<file path="src/rtl/mem_port_arbiter.sv">
// mem_port_arbiter: shares one single-ported unified memory between the
// instruction-fetch port and the data port. One access is outstanding at a
// time. Address and controls are held stable until the memory acknowledges
// or the wait counter expires. Read data returns with a one-cycle ready pulse.
//
// Optional feature: define ARB_RR_EN to replace the fixed data-over-fetch
// priority with a 1-bit round-robin pointer.
module mem_port_arbiter #(
    parameter int TIMEOUT = 255
) (
    input  logic        Clk,
    input  logic        Reset,
    input  logic        if_req,
    input  logic [31:0] if_addr,
    output logic [31:0] if_rdata,
    output logic        if_ready,
    input  logic        dm_req,
    input  logic        dm_we,
    input  logic [3:0]  dm_be,
    input  logic [31:0] dm_addr,
    input  logic [31:0] dm_wdata,
    output logic [31:0] dm_rdata,
    output logic        dm_ready,
    output logic        mem_en,
    output logic        mem_we,
    output logic [3:0]  mem_be,
    output logic [31:0] mem_addr,
    output logic [31:0] mem_wdata,
    input  logic [31:0] mem_rdata,
    input  logic        mem_ack,
    output logic        stall_if,
    output logic        stall_mem,
    output logic        err
);

    typedef enum logic [1:0] {
        IDLE = 2'd0,
        BUSY = 2'd1,
        DONE = 2'd2
    } state_t;

    // Counter value seen in the last BUSY cycle allowed before aborting.
    localparam logic [7:0] LAST_WAIT = 8'(TIMEOUT - 1);

    state_t      state;
    state_t      state_next;

    logic [31:0] hold_addr;
    logic [31:0] hold_wdata;
    logic [3:0]  hold_be;
    logic        hold_we;
    logic        owner_dm;     // 1: data port owns the access, 0: fetch port
    logic [7:0]  wait_cnt;

    logic        any_req;
    logic        grant_dm;
    logic        timeout_hit;

    assign any_req     = if_req | dm_req;
    assign timeout_hit = (wait_cnt == LAST_WAIT);

`ifdef ARB_RR_EN
    logic rr_dm;               // 1: data port wins the next tie

    // Round-robin pointer flips away from whoever just completed.
    always_ff @(posedge Clk) begin
        if (Reset) begin
            rr_dm <= 1'b1;
        end else if (state == DONE) begin
            rr_dm <= ~owner_dm;
        end
    end

    assign grant_dm = dm_req & (~if_req | rr_dm);
`else
    // The MEM-stage instruction is older than the one being fetched.
    assign grant_dm = dm_req;
`endif

    // State register.
    always_ff @(posedge Clk) begin
        if (Reset) begin
            state <= IDLE;
        end else begin
            state <= state_next;
        end
    end

    // Next-state logic; mem_ack only matters while BUSY.
    always_comb begin
        state_next = state;
        case (state)
            IDLE:    if (any_req) state_next = BUSY;
            BUSY:    if (mem_ack || timeout_hit) state_next = DONE;
            DONE:    state_next = IDLE;
            default: state_next = IDLE;
        endcase
    end

    // Hold registers latch the winner in IDLE so requester changes are ignored.
    always_ff @(posedge Clk) begin
        if (Reset) begin
            hold_addr  <= '0;
            hold_wdata <= '0;
            hold_be    <= '0;
            hold_we    <= 1'b0;
            owner_dm   <= 1'b0;
        end else if (state == IDLE && any_req) begin
            owner_dm <= grant_dm;
            if (grant_dm) begin
                hold_addr  <= dm_addr;
                hold_wdata <= dm_wdata;
                hold_be    <= dm_be;
                hold_we    <= dm_we;
            end else begin
                hold_addr <= if_addr;
                hold_be   <= 4'b1111;
                hold_we   <= 1'b0;
            end
        end
    end

    // Wait counter clears on BUSY entry and counts BUSY cycles without ack.
    always_ff @(posedge Clk) begin
        if (Reset) begin
            wait_cnt <= '0;
        end else if (state == IDLE) begin
            wait_cnt <= '0;
        end else if (state == BUSY && !mem_ack) begin
            wait_cnt <= wait_cnt + 8'd1;
        end
    end

    // Read data capture on ack, all-ones on timeout; the error flag is sticky.
    always_ff @(posedge Clk) begin
        if (Reset) begin
            if_rdata <= '0;
            dm_rdata <= '0;
            err      <= 1'b0;
        end else if (state == BUSY) begin
            if (mem_ack) begin
                if (!hold_we) begin
                    if (owner_dm) dm_rdata <= mem_rdata;
                    else          if_rdata <= mem_rdata;
                end
            end else if (timeout_hit) begin
                err <= 1'b1;
                if (!hold_we) begin
                    if (owner_dm) dm_rdata <= 32'hFFFF_FFFF;
                    else          if_rdata <= 32'hFFFF_FFFF;
                end
            end
        end
    end

    assign mem_en    = (state == BUSY);
    assign mem_we    = hold_we & mem_en;
    assign mem_be    = hold_be;
    assign mem_addr  = hold_addr;
    assign mem_wdata = hold_wdata;

    assign if_ready  = (state == DONE) & ~owner_dm;
    assign dm_ready  = (state == DONE) &  owner_dm;

    assign stall_if  = if_req & ~if_ready;
    assign stall_mem = dm_req & ~dm_ready;

endmodule

</file>
<file path="config.mk">
export PLATFORM = sky130hd
export DESIGN_NAME = mem_port_arbiter
export DESIGN_NICKNAME = d
export VERILOG_FILES = /design/src/rtl/mem_port_arbiter.sv
export SDC_FILE = /design/constraint.sdc
export NUM_CORES = 1
export LEC_CHECK = 0
export CELL_PAD_IN_SITES_DETAIL_PLACEMENT = 1
export CELL_PAD_IN_SITES_GLOBAL_PLACEMENT = 2
export CORE_ASPECT_RATIO = 2
export CORE_MARGIN = 4
export CORE_UTILIZATION = 25
export DETAILED_ROUTE_END_ITERATION = 6
export GPL_TIMING_DRIVEN = 0
export PLACE_DENSITY_LB_ADDON = 0.1
export SLEW_MARGIN = 25
export SYNTH_ARGS = -nofsm -noshare
export SYNTH_HDL_FRONTEND = slang
export SYNTH_SLANG_ARGS = --single-unit
</file>
<file path="constraint.sdc">
create_clock -name Clk -period 4.9 [get_ports Clk]
set_clock_uncertainty 0.2 [all_clocks]
set_input_delay 0.98 -clock Clk [delete_from_list [all_inputs] [get_ports Clk]]
set_output_delay 0.98 -clock Clk [all_outputs]
set_load 0.03 [all_outputs]
</file>
==> flow_metrics.env <==
export IMPL_status="finished, final reports clean"
export IMPL_via_count=6645
export IMPL_synth_cell_types=40
export IMPL_cts_buffer_depth=2
export IMPL_synth_avg_cell_area_sq_um=8.58
export IMPL_n_antenna_cell=0
export IMPL_synth_edf_count=0
export IMPL_r2r_slack_ns=2.78
export IMPL_yosysTopAreaCell="dfxtp_1"
export IMPL_ys_top_cells_by_area="dfxtp_1 45%, a21oi_1 11%, a2111oi_0 5.3%, nor3_1 5.3%, mux2i_1 5.0%"
export IMPL_synth_nets=886
export IMPL_hold_class="reg2reg"
export IMPL_start_kind="input pin"
export IMPL_hpwl_um=21100
export IMPL_worst_slew_pin_slew_ns=0.822
export IMPL_cts_resized=0
export IMPL_fin_crit_ns=3.91
export IMPL_max_slew_margin_pct=45.2
export IMPL_seqPwrFrac_pct=37.1
export IMPL_leakagePower_uw=0.00341
export IMPL_insertion_delay_ns=0.44
export IMPL_gr_usage_all_layers_pct=18.6
export IMPL_r2r_end="dm_rdata[25]$_SDFFE_PP0P_"
export IMPL_cts_root_buf="clkbuf_16"
export IMPL_firstDrtPassIters=6
export IMPL_drc=0
export IMPL_grt_pass1_vias=7127
export IMPL_ctsHoldBuffers=0
export IMPL_routed_wl_um=26500
export IMPL_p_sw_share_pct=30.1
export IMPL_final_nets=1179
export IMPL_hold_violations=0
export IMPL_rows=82
export IMPL_htreeDepth=4
export IMPL_place_inst=1356
export IMPL_fillers=2957
export IMPL_setup_ws_ns=0.986
export IMPL_placed_area_sq_um=9570
export IMPL_dieArea_sq_um=28400
export IMPL_path_class="in2out"
export IMPL_worstRegToRegCells=7
export IMPL_routedWlPerCell_um=19.1
export IMPL_ys_ff_latch=145
export IMPL_final_area_sq_um=10200
export IMPL_critPathLaunch="dm_req"
export IMPL_clock_sinks=145
export IMPL_setup_viol=0
export IMPL_die_y_um=234
export IMPL_port_buffers=274
export IMPL_grt_ovfl_total=0
export IMPL_drtIter0Drc=149
export IMPL_syn2layout_area_growth_pct=59.2
export IMPL_rsz0062_at_grt="false"
export IMPL_ys_top_cells_by_count="145 x dfxtp_1, 142 x a21oi_1, 69 x nand2_1"
export IMPL_io_pins=277
export IMPL_powerDensity_nw_per_um2=344
export IMPL_ys_flop_type="dfxtp_1"
export IMPL_yosysWarnings=0
export IMPL_postRouteAntennaNets=0
export IMPL_fin_setup_tns_ns=0
export IMPL_chipWidth_um=121
export IMPL_antenna_found_initial=0
export IMPL_core_sq_um=25100
export IMPL_fin_crit_sh_pct=79.9
export IMPL_synth_top_area_share_pct=45.3
export IMPL_cts_clk_slew_worst_paths_ns=0.06
export IMPL_end_kind="output pin"
export IMPL_cts_tree="done"
export IMPL_critPathCapture="stall_mem"
export IMPL_pre_cts_slack_ns=0.944
export IMPL_critical_path_arrival_ns=2.73
export IMPL_crit_fanout=10
export IMPL_final_cells=1388
export IMPL_synthArstFlopShare_pct=0
export IMPL_syn_inst=746
export IMPL_grt_max_degree=17
export IMPL_grt_first_pass_wirelength_um=40500
export IMPL_max_freq_ghz=0.255
export IMPL_combPwrFrac_pct=22.5
export IMPL_drive_above_1_share_pct=8.65
export IMPL_p_switching_uw=1050
export IMPL_ir_drop_uv=190
export IMPL_cts_setup_buffers=0
export IMPL_cts_buffers=17
export IMPL_max_cap_violations=0
export IMPL_crit_required_ns=3.72
export IMPL_netlist_area_sq_um=6400
export IMPL_pwr_share_clk_pct=40.4
export IMPL_internal_power_uw=2450
export IMPL_drt_vias_per_instance=4.79
export IMPL_r2r_start="wait_cnt[0]$_SDFFE_PP0P_"
export IMPL_total_power_uw=3500
export IMPL_post_synth_top_count_cell="dfxtp_1"
export IMPL_slew_viol_final=0
export IMPL_initial_core_util_pct=25.5
export IMPL_gp_congestion=0.718
export IMPL_synth_seq_area_share_pct=45.3
[state kept, by name, indices dropped and copies added, names as in the netlist]
signal and cells:
mem_be 4, state 2, wait_cnt 8, mem_wdata 32
if_rdata 32, mem_addr 32, err 1, owner_dm 1
dm_rdata 32, hold_we 1
[power groups by stage]
stage	logic [uW]	clock network (uW)	registers, uW
3_3_place_gp	795	0	1320
2_1_floorplan	277	0	1460
5_1_grt	853	1510	1310
6_report	787	1420	1300
4_1_cts	804	1470	1300
3_5_place_dp	801	0	1320
[worst min-delay path by stage]
stage / slack, ns / to / cells past startpoint / startpoint
after floorplan: 0.25 / wait_cnt[7]$_SDFFE_PP0P_ / 2 / wait_cnt[7]$_SDFFE_PP0P_
after global placement: 0.24 / mem_wdata[2]$_SDFFE_PP0P_ / 2 / mem_wdata[2]$_SDFFE_PP0P_
after detailed placement: 0.25 / mem_wdata[13]$_SDFFE_PP0P_ / 2 / mem_wdata[13]$_SDFFE_PP0P_
after CTS: 0.26 / mem_wdata[13]$_SDFFE_PP0P_ / 2 / mem_wdata[13]$_SDFFE_PP0P_
after global routing: 0.27 / mem_wdata[6]$_SDFFE_PP0P_ / 2 / mem_wdata[6]$_SDFFE_PP0P_
final: 0.25 / mem_wdata[13]$_SDFFE_PP0P_ / 2 / mem_wdata[13]$_SDFFE_PP0P_
[worst max-delay path, stage by stage]
cell	delay, ns
buf_2	0.20
buf_1	0.65
nor2b_1	0.21
clkdlybuf4s50_1	0.69
[kinds of logic (layout without fill, tap and decap cells)]
logic type / after synthesis / after routing / synth area share, %
fa+ha+maj: 2 / 2 / 0.391
buf+inv: 141 / 447 / 9.67
xor+xnor: 1 / 1 / 0.137
mux: 32 / 32 / 5.00
compound gates: 248 / 248 / 26.1
flops: 145 / 145 / 45.3
simple gates: 177 / 177 / 13.3
[stage by stage]
step | hold slack (ns) | utilization, %
5_1_grt | 0.274 | 40.6
6_report | 0.252 | 40.6
2_1_floorplan | 0.247 | -
3_3_place_gp | 0.242 | 38.1
3_5_place_dp | 0.246 | 38.1
4_1_cts | 0.255 | 40.6
[layout make-up]
type	instances	area [sq um]	area share, %
buffer	75	372	3.65
timing repair buffer	274	2740	26.9
multi-input combinational	460	2880	28.3
clock buffer	18	439	4.31
clock inverter	14	189	1.85
sequential	145	2900	28.5
tap	336	420	4.12
inverter	66	248	2.43
[per-layer routing]
layer  vias to the layer above  part of all wire (%)  global-route usage (%)
li1                       3262                     -                       -
met1                      3175                    33                    16.5
met2                       183                    60                    38.6
met3                        25                   6.0                    5.74
met4                         0                   1.4                    5.61
met5                         -                     0                       0
[layout by cell type, fill, tap and decap left out, drive strengths merged, types with 4 or more instances in the layout]
master,instances
clkdlybuf4s50,274
dfxtp,145
a21oi,142
nand2,69
nor3,68
inv,66
a2111oi,64
clkbuf,52
buf,41
a211oi,33
mux2i,32
nor2,12
clkinvlp,6
o21ai,5
bufinv,4
nor3b,4
clkinv,4
Power figures use the tool's default switching activity.
